[src/rtl/ref_clk_switch_ctrl.sv]
// Break-before-make sequencer for the reference-clock divider tgate bank.
// Opens every gate for a dead time, closes the new one, then waits a settle time before acknowledging.
module ref_clk_switch_ctrl #(
    parameter int DEAD_CYCLES   = 4,
    parameter int SETTLE_CYCLES = 16
) (
    input  logic       clk,
    input  logic       rst,
    inout  wire        DVDD,
    inout  wire        DVSS,
    input  logic       sel_req_valid,
    input  logic [2:0] sel_req,
    output logic       sel_req_ready,
    output logic [4:0] tgate_control,
    output logic [2:0] cur_sel,
    output logic       busy,
    output logic       switch_done,
    output logic       sel_err
);

    // state  | meaning
    // IDLE   | gates hold cur_sel, request accepted on valid && ready
    // BREAK  | all gates open for DEAD_CYCLES
    // MAKE   | target gate closed, settling for SETTLE_CYCLES
    // DONE   | one-cycle switch_done, back to IDLE
    typedef enum logic [1:0] {
        ST_IDLE,
        ST_BREAK,
        ST_MAKE,
        ST_DONE
    } state_t;

    localparam logic [7:0] DEAD_LOAD   = 8'(DEAD_CYCLES - 1);
    localparam logic [7:0] SETTLE_LOAD = 8'(SETTLE_CYCLES - 1);
    localparam logic [2:0] SEL_DEFAULT = 3'd1;

    state_t     r_state;
    logic [7:0] r_cnt;
    logic [2:0] r_target;

    logic       w_req_bad;
    logic [2:0] w_req_tgt;
    logic       w_unused_supply;

    assign w_req_bad       = (sel_req > 3'd4);
    assign w_req_tgt       = w_req_bad ? SEL_DEFAULT : sel_req;
    assign w_unused_supply = DVDD ^ DVSS;

    function automatic logic [4:0] f_onehot(input logic [2:0] s);
        return 5'(5'd1 << s);
    endfunction

    always_ff @(posedge clk) begin
        if (rst) begin
            r_state       <= ST_IDLE;
            r_cnt         <= 8'd0;
            r_target      <= SEL_DEFAULT;
            tgate_control <= f_onehot(SEL_DEFAULT);
            cur_sel       <= SEL_DEFAULT;
            sel_req_ready <= 1'b1;
            busy          <= 1'b0;
            switch_done   <= 1'b0;
            sel_err       <= 1'b0;
        end else begin
            switch_done <= 1'b0;
            sel_err     <= 1'b0;
            case (r_state)
                ST_IDLE: begin
                    if (sel_req_valid) begin
                        r_target      <= w_req_tgt;
                        sel_err       <= w_req_bad;
                        sel_req_ready <= 1'b0;
                        busy          <= 1'b1;
                        if (w_req_tgt == cur_sel) begin
                            r_state     <= ST_DONE;
                            switch_done <= 1'b1;
                        end else begin
                            r_state       <= ST_BREAK;
                            tgate_control <= 5'b00000;
                            r_cnt         <= DEAD_LOAD;
                        end
                    end
                end
                ST_BREAK: begin
                    if (r_cnt == 8'd0) begin
                        r_state       <= ST_MAKE;
                        tgate_control <= f_onehot(r_target);
                        cur_sel       <= r_target;
                        r_cnt         <= SETTLE_LOAD;
                    end else begin
                        r_cnt <= r_cnt - 8'd1;
                    end
                end
                ST_MAKE: begin
                    if (r_cnt == 8'd0) begin
                        r_state     <= ST_DONE;
                        switch_done <= 1'b1;
                    end else begin
                        r_cnt <= r_cnt - 8'd1;
                    end
                end
                ST_DONE: begin
                    r_state       <= ST_IDLE;
                    sel_req_ready <= 1'b1;
                    busy          <= 1'b0;
                end
                default: begin
                    r_state <= ST_IDLE;
                end
            endcase
        end
    end

endmodule

[config.mk]
export PLATFORM = sky130hd
export DESIGN_NAME = ref_clk_switch_ctrl
export DESIGN_NICKNAME = d
export VERILOG_FILES = /design/src/rtl/ref_clk_switch_ctrl.sv
export SDC_FILE = /design/constraint.sdc
export NUM_CORES = 1
export LEC_CHECK = 0
export ABC_AREA = 1
export BUFFER_PORTS_ARGS = -buffer_cell sky130_fd_sc_hd__buf_2
export CAP_MARGIN = 20
export CORE_AREA = 2 2 54 56
export DETAILED_ROUTE_END_ITERATION = 10
export DIE_AREA = 0 0 56 58
export PLACE_DENSITY = 0.82
export SLEW_MARGIN = 10
export SYNTH_ARGS = -nofsm -noshare
export SYNTH_HDL_FRONTEND = slang
export SYNTH_SLANG_ARGS = --single-unit
[constraint.sdc]
create_clock -name clk -period 1.7 [get_ports clk]
set_clock_uncertainty 0.05 [all_clocks]
set_input_delay 0.255 -clock clk [delete_from_list [all_inputs] [get_ports clk]]
set_output_delay 0.255 -clock clk [all_outputs]
set_load 0.05 [all_outputs]
Yosys cells after proc, flatten, opt, wreduce, memory -nomap -nowiden
Index checks and enable logic that the tools add are counted. W data, S select, Z words.

Multiplexer cells: 23. Reduce and logical (&&, ||, !) cells: 12. $add $sub $neg: 1. Bitwise gates (word level): 2. Shifts and indexed selects: 1. $lt $le $gt $ge: 1. Equal/unequal tests: 9.

Operators with widths (count): $mux W8 (4); $pmux W8 S3 (1); $mux W5 (3); $ne A2 B2 Y1 const B (5); $pmux W5 S2 (1); $logic_not A8 Y1 (1); $mux W2 (4); $pmux W2 S4 (1); $reduce_and A4 Y1 (2); $sub A8 B1 Y8 const B (1); $pmux W1 S2 (3); $reduce_and A2 Y1 (3); $mux W1 (5); $shl A1 B3 Y5 const A (1); $eq A2 B2 Y1 const B (2); $reduce_bool A2 Y1 (2); $eq A3 B3 Y1 (1); $gt A3 B3 Y1 const B (1); $mux W3 (1); $reduce_and A3 Y1 (1); $reduce_bool A3 Y1 (1); $reduce_or A3 Y1 (1); $eq A2 B1 Y1 const B (1); $logic_not A2 Y1 (1); $not A1 Y1 (2).

Output and inout port bits: 14. Register bits after elaboration: 25. Logic and storage cells: 58.

Depth between registers and ports, before layout
Gate-level depths: netlist (run 1).

Word-level depth: 6. Gate-level depth with buffers: 11.

Worst setup path after synthesis (run 1)
No wires, ideal clock.

Kind: reg-to-reg. Start: register cur_sel[1]. End: register r_cnt[3]. Slack: 0.050 ns. Setup time: 0.113 ns. Stages on the path, launching flop included: 11. Period minus slack after synthesis: 1.650 ns. Arrival: 1.488 ns. Data required time: 1.537 ns. Cell sequence: dfxtp_1 inv_1 nand2_1 nand2_1 nor2_4 nand3_4 nand3_2 buf_6 nand2_1 nand2_1 nor2_1.

Cells in the longest elaborated chain, start to end: 3.

Ends and longest elaborated chain: from (decl) (RTL line 15) `output logic [2:0] cur_sel,`; from (signal assigned) (RTL line 88) `cur_sel <= r_target;`; $eq A3 B3 Y1 (RTL line 74) `if (w_req_tgt == cur_sel) begin`; $ne A2 B2 Y1 (no source line); $reduce_and A4 Y1 (no source line); to (signal assigned) (RTL line 91) `r_cnt <= r_cnt - 8'd1;`; to (signal assigned) (RTL line 99) `r_cnt <= r_cnt - 8'd1;`; to (decl) (RTL line 38) `logic [7:0] r_cnt;`.

No other way between the ends. A chain may end at the register's enable or synchronous reset.

Worst setup path in the final report (run 1)
Start: register r_state[0]. End: register r_cnt[6].

Cells in the longest elaborated chain, start to end: 3. Elaborated cells between the ends (all ways): 9. Classes of those cells: eq/ne: 5; mux: 1; reduce/logical: 3.

Ends and longest elaborated chain: from (decl) (RTL line 37) `state_t r_state;`; from (signal assigned) (RTL line 55) `r_state <= ST_IDLE;`; from (signal assigned) (RTL line 75) `r_state <= ST_DONE;`; from (signal assigned) (RTL line 78) `r_state <= ST_BREAK;`; $eq A2 B2 Y1, or another cell as far along (RTL line 67) `case (r_state)`; $ne A2 B2 Y1 (no source line) or $reduce_bool A3 Y1 (tied branches); $reduce_and A4 Y1 (no source line).

Several ways; a longest one is shown, not always the timed one.

==> results of run 1 <==
## state kept, by name, summed over array words and instances (netlist names)
| register | count |
|---|---|
| r_cnt | 8 |
| switch_done | 1 |
| tgate_control | 5 |
| r_state | 2 |
| busy | 1 |
| cur_sel | 3 |
| sel_err | 1 |
| sel_req_ready | 1 |
| r_target | 3 |
## critical path, stage by stage (launching register included)
cell,delay (ns)
dfxtp_1,0.39
inv_1,0.11
ha_1,0.31
a21oi_2,0.25
buf_4,0.16
nand4_1,0.09
nand2_1,0.07
inv_1,0.04
nor2_1,0.07
## stage by stage
| stage | total power [mW] | utilization |
|---|---|---|
| after floorplan | 2.76 | - |
| after global placement | 3.11 | 0.589 |
| after detailed placement | 3.15 | 0.589 |
| after CTS | 3.43 | 0.599 |
| after global routing | 3.97 | 0.618 |
| final | 3.59 | 0.618 |
## power by group through the flow
stage	logic, mW	clock network, mW	registers, mW
finish	2.37	0.273	0.951
global route	2.69	0.302	0.979
CTS	2.20	0.280	0.950
detailed placement	2.19	0	0.963
global placement	2.15	0	0.958
floorplan	1.46	0	1.29
## timing repair
action	CTS	global route
hold buffers	0	0
setup endpoints to repair	0	15
buffers inserted	0	2
gates resized for setup	0	7
endpoints found under the hold margin	0	0
## area by class of cell
cell class	instances	area share
clock buffers	3	0.0137
repair buffers	23	0.0791
clock inverters	1	0.00304
inverters	39	0.0890
flip-flops and latches	25	0.304
multi-input cells	151	0.487
well taps	31	0.0236
## cell usage in the layout, fill, tap and decap left out
cell | Yosys | routed
buf_2 | 1 | 17
a21oi_1 | 12 | 12
o21ai_0 | 8 | 7
ha_4 | 0 | 1
nor2_4 | 1 | 1
buf_4 | 0 | 6
nor2_1 | 34 | 34
o21ai_1 | 2 | 3
ha_2 | 0 | 1
clkbuf_4 | 0 | 3
o21a_1 | 1 | 1
ha_1 | 6 | 4
o211ai_1 | 3 | 3
a21oi_2 | 2 | 2
inv_1 | 37 | 37
nand4_1 | 8 | 8
inv_2 | 2 | 2
nand2_4 | 0 | 1
o22ai_1 | 1 | 1
nand3_4 | 1 | 3
nand3_1 | 8 | 8
dfxtp_1 | 25 | 25
nor4_1 | 1 | 1
nor3_1 | 4 | 4
clkinv_2 | 0 | 1
xor2_1 | 2 | 2
o31ai_1 | 1 | 1
nor2_2 | 2 | 2
nand2_1 | 51 | 51
## per-layer routing
layer / global-route usage / part of all wire / vias up
met5: 0 / 0 / -
met4: 0.0510 / 0.0097 / 0
met3: 0.0290 / 0.028 / 4
met2: 0.336 / 0.47 / 15
met1: 0.235 / 0.49 / 594
li1: - / - / 733
## how the worst max path moves through the flow
stage	to	slack, ns
floorplan	r_cnt[3]	0.05
global placement	tgate_control[2]	0.10
detailed placement	tgate_control[2]	0.09
CTS	tgate_control[2]	0.07
global route	r_cnt[6]	-0.05
finish	r_cnt[6]	0.1
## kinds of logic after synthesis
logic type	Yosys count	synth area share
AND/OR/NAND/NOR	113	0.350
adder cells (fa/ha/maj)	6	0.0522
AO/OA/AOI/OAI	30	0.119
buffers and inverters	43	0.118
flip-flops	25	0.348
XOR/XNOR	2	0.0122
==> reports/metrics.yaml, run 1 <==
synth_area_leaders: "dfxtp_1 (35%), nand2_1 (13%), inv_1 (9.7%)"
min_period_ns: 1.60
synth_area_sq_mm: 0.00144
cts.sinks: 25
synth-seq-cells: 25
drt_wl_total_mm: 2.79
cts_max_path_buffers: 2
postLayoutSetupSlackWorst_ns: 0.0971
num_rows: 19
pwr-share-seq: 0.265
cp-startpoint: "r_state[0]"
power.leakage_nw: 0.845
startpoint_type: "flop"
setup_viol: 0
fp.dieArea_sq_mm: 0.00325
final_cells: 273
initial_core_util: 0.540
place_area_sq_mm: 0.00157
fmax_ghz: 0.624
grtUsageTotal: 0.187
r2r-end: "r_cnt[6]"
grt_pass1_vias: 1228
dp_hpwl_mm: 2.07
syn2layout_area_growth_pct: 14.4
antenna_found_initial: 0
clkTransAtPathRegs_ns: 0.14
syn_inst: 219
grt_overflow_total: 0
synth_seq_area_share: 0.348
async_reset_ff_frac: 0
hold_end: "busy"
stdcell_area_sq_mm: 0.00165
io_pins: 20
nFillCells: 257
place_worst_setup_slack_ns: 0.0874
grt_first_pass_wirelength_mm: 5.00
yosysMostFrequentCell: "nand2_1"
synth_common_cells: "nand2_1 (51), inv_1 (37), nor2_1 (34)"
powerDensity_mw_per_mm2: 2180
cap_viol_max_count: 0
dp.cells: 267
gp_congestion: 0.865
p_switching_mw: 1.89
multiInputGateArea_sq_um: 802
pwr-share-clk: 0.076
cp_max_fo: 6
ff2ff_setup_slack_ns: 0.1
drc: 0
routed_via_density: 4.93
cts_tree: "yes"
rsz0062_at_grt: "yes"
yosys.area.top_type_share: 0.348
detail-route-antenna-nets: 0
critPathArrivalTime_ns: 1.82
ir_drop_mv: 1.46
hold_slack_ns: 0.111
synth_edf_count: 0
h-tree-depth: 1
untimed_endpoints: 2
r2r_start: "r_state[0]"
port_buffers: 17
syn_nets: 233
grt_max_degree: 16
crit_path_end_kind: "flop"
dr.pass1.iters: 4
relSlewSlack: 0.705
ff_latch_area_sq_um: 500
die_y_um: 58
yosys_warnings: 0
numCtsBuffers: 3
vias: 1346
clk_latency_ns: 0.32
crit_required_ns: 1.92
wl_per_cell_um: 10.2
synth_area_leader_cell: "dfxtp_1"
finalHoldViolations: 0
drive_gt1_frac: 0.165
critPathKind: "reg2reg"
p_int_mw: 1.71
outcome: "finished, final reports clean"
core_sq_mm: 0.00266
drt_iter0_drc: 31
root_buffer: "clkbuf_4"
slew_violations: 0
pwr-share-comb: 0.659
ys.flop_type: "dfxtp_1"
tns_ns: 0
min_path_type: "in2reg"
syn_area_per_cell_sq_um: 6.56
worstMarginPinSlew_ns: 0.443
n_antenna_cell: 0
layout.nets: 257
die_w_um: 56
sw_frac_of_total: 0.525
reg2reg_depth: 8
period_share: 0.943
synthDistinctLibCells: 27
holdCritStartpoint: "rst"
holdPathStages: 2
No activity file was read; power rests on OpenSTA's default activity.
==> inputs of run 2 (changes only) <==
- REMOVE_ABC_BUFFERS: not set -> 1
==> run 2 against run 1 <==
Net effect: register-to-register slack lost 0.04 ns; non-clock buffer count shrank 1; critical path type unchanged; clock power is essentially flat.
==> reports/metrics.yaml, run 2 (synthesis results as in run 1) <==
die_w_um: 56  # unchanged
die_y_um: 58  # unchanged
critPathMostFrequentCell: "nand2_1"
gp_congestion: 0.837  # -3.2%
setup_viol: 0  # unchanged
top_register: "r_cnt"
wl_per_cell_um: 9.97  # -2.5%
critPathArrivalTime_ns: 1.84  # +0.02 ns
numCtsBuffers: 3  # unchanged
drc: 0  # unchanged
critPathKind: "reg2reg"
p_switching_mw: 1.89  # +0.31%
ir_drop_mv: 1.32  # -9.9%
power.leakage_nw: 0.843  # -0.20%
grt_pass1_vias: 1136  # -7.5%
routed_via_density: 4.91  # -0.38%
num_rows: 19  # unchanged
stdcell_area_sq_mm: 0.00164  # -0.61%
startpoint_type: "flop"
n_antenna_cell: 0  # unchanged
cts_max_path_buffers: 2  # unchanged
drt_wl_total_mm: 2.71  # -2.9%
io_pins: 20  # unchanged
min_period_ns: 1.64  # +0.0377 ns
grt_first_pass_wirelength_mm: 4.73  # -5.4%
worstMarginPinSlew_ns: 0.364  # -0.0789 ns
grt_max_degree: 15  # -1
slowest_stage: "dfxtp_1"
root_buffer: "clkbuf_4"
r2r_start: "r_cnt[0]"
place_area_sq_mm: 0.00157  # unchanged
layout_common_cells: "nand2_1 (51), inv_1 (37), nor2_1 (34)"
grt_overflow_total: 0  # unchanged
layout.nets: 256  # -0.39%
clk_latency_ns: 0.33  # about the same
initial_core_util: 0.540  # unchanged
detail-route-antenna-nets: 0  # unchanged
cts.sinks: 25  # unchanged
dr.pass1.iters: 4  # unchanged
cp-startpoint: "r_cnt[0]"
tns_ns: 0  # unchanged
fmax_ghz: 0.610  # -2.3%
largest_register_ffs: 8  # unchanged
antenna_found_initial: 0  # unchanged
vias: 1336  # -0.74%
final_common_cell: "nand2_1"
period_share: 0.965  # +0.0222
crit_path_end_kind: "flop"
holdCritStartpoint: "rst"
path_buf_inv: 2  # -1
reg_top3: "r_cnt: 8 flops, tgate_control: 5 flops"
outcome: "finished, final reports clean"
drt_iter0_drc: 44  # +42%
cap_viol_max_count: 0  # unchanged
worstPathCellList: "inv_1, ha_1, nand2_1, o21ai_1, o21a_1, buf_4, nand4_1, nand2_1, nor2_1"
cts_tree: "yes"
critPathTopFamily: "compound AO/OA/AOI/OAI gates"
slew_violations: 0  # unchanged
critical_path.max_stage_delay_ns: 0.34  # -0.05 ns
powerDensity_mw_per_mm2: 2180  # -0.40%
h-tree-depth: 1  # unchanged
untimed_endpoints: 2  # unchanged
sw_frac_of_total: 0.532  # +0.00698
pwr-share-clk: 0.077  # about the same
relSlewSlack: 0.757  # +0.0527
rsz0062_at_grt: "yes"
pwr-share-seq: 0.266  # about the same
p_int_mw: 1.67  # -2.5%
dp_hpwl_mm: 1.99  # -4.0%
pwr-share-comb: 0.657  # -0.002
hold_slack_ns: 0.120  # +0.00857 ns
crit_required_ns: 1.90  # -0.02 ns
clkTransAtPathRegs_ns: 0.14  # about the same
finalHoldViolations: 0  # unchanged
min_path_type: "in2reg"
fp.dieArea_sq_mm: 0.00325  # unchanged
core_sq_mm: 0.00266  # unchanged
drive_gt1_frac: 0.154  # -0.0118
syn2layout_area_growth_pct: 13.8
cp_max_fo: 4  # -2
grtUsageTotal: 0.179  # -0.00816
port_buffers: 17  # unchanged
-- run 2: routing by layer --
layer / part of all wire / track usage
met5: 0 / 0
met4: 0.016 / 0.0714
met3: 0.035 / 0.0290
met2: 0.46 / 0.282
met1: 0.49 / 0.248
-- run 2: power by group through the flow --
stage	sequential [mW]	clock, mW	combinational, mW
finish	0.946	0.275	2.34
global route	0.974	0.302	2.65
CTS	0.946	0.289	2.19
detailed placement	0.961	0	2.18
global placement	0.957	0	2.16
floorplan	1.29	0	1.42
-- run 2: cell type report --
cell class | instances | area [sq um]
Inverter | 39 | 146
Clock buffer | 3 | 22.5
Clock inverter | 1 | 5.00
Sequential cell | 25 | 500
Tap cell | 31 | 38.8
Multi-Input combinational cell | 151 | 800
Timing Repair Buffer | 22 | 123
Fill cell | 244 | 1030
-- run 2: timing repair --
item / in CTS / in global routing
buffers inserted: 0 / 1
hold endpoints to repair: 0 / 0
hold buffers: 0 / 0
gates resized for setup: 0 / 6
setup endpoints to repair: 0 / 12
-- run 2: final timing paths --
check | to | slack, ns | cells past startpoint
setup reg to reg | tgate_control[0] | 0.06 | 9
hold reg to reg | busy | 0.42 | 2
setup / recovery | tgate_control[0] | 0.06 | 9
hold / removal | switch_done | 0.12 | 2
-- run 2: through the flow --
step | setup slack [ns] | utilization | power [mW] | instances
4_1_cts | 0.0820 | 0.599 | 3.43 | 271
2_1_floorplan | 0.0704 | - | 2.72 | 215
3_3_place_gp | 0.136 | 0.589 | 3.12 | 267
3_5_place_dp | 0.0935 | 0.589 | 3.15 | 267
6_report | 0.0594 | 0.614 | 3.56 | 272
5_1_grt | -0.0610 | 0.614 | 3.93 | 272
-- run 2: worst register-to-register path, stage by stage (launching register included) --
cell	delay, ns
dfxtp_1	0.34
inv_1	0.12
ha_1	0.17
nand2_1	0.10
o21ai_1	0.20
o21a_1	0.25
buf_4	0.15
nand4_1	0.07
nand2_1	0.07
nor2_1	0.04
==> inputs of run 3 (changes only) <==
- clock period: 1.7 -> 1.86 ns (I/O delays scaled with it)
==> run 3 against run 2 <==
Net effect: worst hold slack better by 0.031 ns; first-iteration DRC count is 4.5% higher; critical path type unchanged; routed wire length fell by 1.5%.
==> reports/metrics.yaml, run 3 (synthesis results as in run 1) <==
outcome: "finished, final reports clean"
cts.sinks: 25  # unchanged
fmax_ghz: 0.612  # +0.34%
post-cts-setup-buffer-count: 0  # unchanged
critPathMostFrequentCell: "nor2_1"
detail-route-antenna-nets: 0  # unchanged
critical_path.max_stage_delay_ns: 0.36  # +0.02 ns
gp_congestion: 0.836  # -0.16%
startpoint_type: "flop"
numCtsBuffers: 3  # unchanged
worstMarginPinSlew_ns: 0.392  # +0.0285 ns
initial_core_util: 0.540  # unchanged
die_w_um: 56  # unchanged
root_buffer: "clkbuf_4"
dr.pass1.iters: 4  # unchanged
finalHoldViolations: 0  # unchanged
tns_ns: 0  # unchanged
r2r-end: "r_cnt[1]"
clkTransAtPathRegs_ns: 0.13  # about the same
drt_wl_total_mm: 2.67  # -1.5%
ff2ff_setup_slack_ns: 0.23  # +0.17 ns
die_y_um: 58  # unchanged
finish.utilization: 0.594  # -0.0197
top_register: "r_cnt"
grt_pass1_vias: 1170  # +3.0%
crit_path_end_kind: "flop"
slew_violations: 0  # unchanged
slowest_stage: "dfxtp_1"
p_total_mw: 3.09  # -13%
reg2reg_depth: 8  # -1
crit_required_ns: 2.03  # +0.13 ns
holdCritStartpoint: "rst"
wl_per_cell_um: 9.94  # -0.38%
hold_end: "switch_done"
place_area_sq_mm: 0.00155  # -0.96%
layout_common_cells: "nand2_1 (51), inv_1 (37), nor2_1 (34)"
antenna_found_initial: 0  # unchanged
period_share: 0.879  # -0.0860
grt_max_degree: 15  # unchanged
reg_top3: "r_cnt: 8 flops, tgate_control: 5 flops"
holdPathStages: 2  # unchanged
clk_latency_ns: 0.32  # about the same
relSlewSlack: 0.736  # -0.0215
drt_iter0_drc: 46  # +4.5%
routed_via_density: 4.77  # -2.8%
min_path_type: "in2reg"
h-tree-depth: 1  # unchanged
stdcell_area_sq_mm: 0.00158  # -3.2%
grt_overflow_total: 0  # unchanged
cap_viol_max_count: 0  # unchanged
n_antenna_cell: 0  # unchanged
io_pins: 20  # unchanged
cts_max_path_buffers: 2  # unchanged
core_sq_mm: 0.00266  # unchanged
hold_slack_ns: 0.150  # +0.0306 ns
min_period_ns: 1.63  # -0.00561 ns
fp.dieArea_sq_mm: 0.00325  # unchanged
rsz0062_at_grt: "no"
place_worst_setup_slack_ns: 0.183  # +0.0900 ns
power.leakage_nw: 0.815  # -3.4%
grtUsageTotal: 0.180  # +0.000775
drc: 0  # unchanged
path_buf_inv: 1  # -1
grt_first_pass_wirelength_mm: 4.76  # +0.59%
untimed_endpoints: 2  # unchanged
largest_register_ffs: 8  # unchanged
critPathArrivalTime_ns: 1.81  # -0.03 ns
final_common_cell: "nand2_1"
worstPathCellList: "inv_1, ha_1, nand2_1, nor2_2, a21oi_2, nand3_2, nor2_1, nor2_1"
postLayoutSetupSlackWorst_ns: 0.225  # +0.166 ns
ir_drop_mv: 1.33  # +0.68%
layout.nets: 253  # -1.2%
drive_gt1_frac: 0.147  # -0.00647
final_cells: 269  # -1.1%
critPathTopFamily: "simple AND/OR/NAND/NOR gates"
cp_max_fo: 12  # +8
critPathKind: "reg2reg"
dp.cells: 265  # -0.75%
syn2layout_area_growth_pct: 10.1
vias: 1284  # -3.9%
num_rows: 19  # unchanged
setup_viol: 0  # unchanged
cts_tree: "yes"
powerDensity_mw_per_mm2: 1950  # -10%
port_buffers: 17  # unchanged
dp_hpwl_mm: 2.05  # +2.8%
r2r_start: "r_cnt[0]"
run 3: layout make-up:
type / instances / area, sq um
tap: 31 / 38.8
sequential: 25 / 500
timing repair buffer: 19 / 100
clock buffer: 3 / 22.5
fill: 274 / 1080
multi-input combinational: 151 / 769
clock inverter: 1 / 5.00
inverter: 39 / 146
run 3: where the power goes:
| group | total, mW | internal [mW] | leakage, nW | switching (mW) |
|---|---|---|---|---|
| sequential | 0.866 | 0.743 | 0.206 | 0.123 |
| combinational | 1.98 | 0.626 | 0.591 | 1.36 |
| clock | 0.241 | 0.0805 | 0.0177 | 0.161 |
| total | 3.09 | 1.45 | 0.815 | 1.64 |
run 3: repair_timing:
action,CTS,global route
setup endpoints to repair,0,2
resized for setup,0,1
hold buffers,0,0
run 3: per-layer routing:
layer,GRT usage,vias to the layer above,wire (um)
met5,0,-,0
met4,0.0612,0,35
met3,0.0290,5,75
met2,0.304,16,1210
met1,0.236,538,1350
li1,-,725,-
run 3: worst max path at each step:
stage / start / end / cells past startpoint
floorplan: cur_sel[1] / r_cnt[0] / 9
global placement: r_state[0] / r_state[0] / 8
detailed placement: r_state[0] / r_state[0] / 8
CTS: r_state[0] / r_state[0] / 8
global route: r_cnt[0] / r_cnt[4] / 8
finish: r_cnt[0] / r_cnt[1] / 8
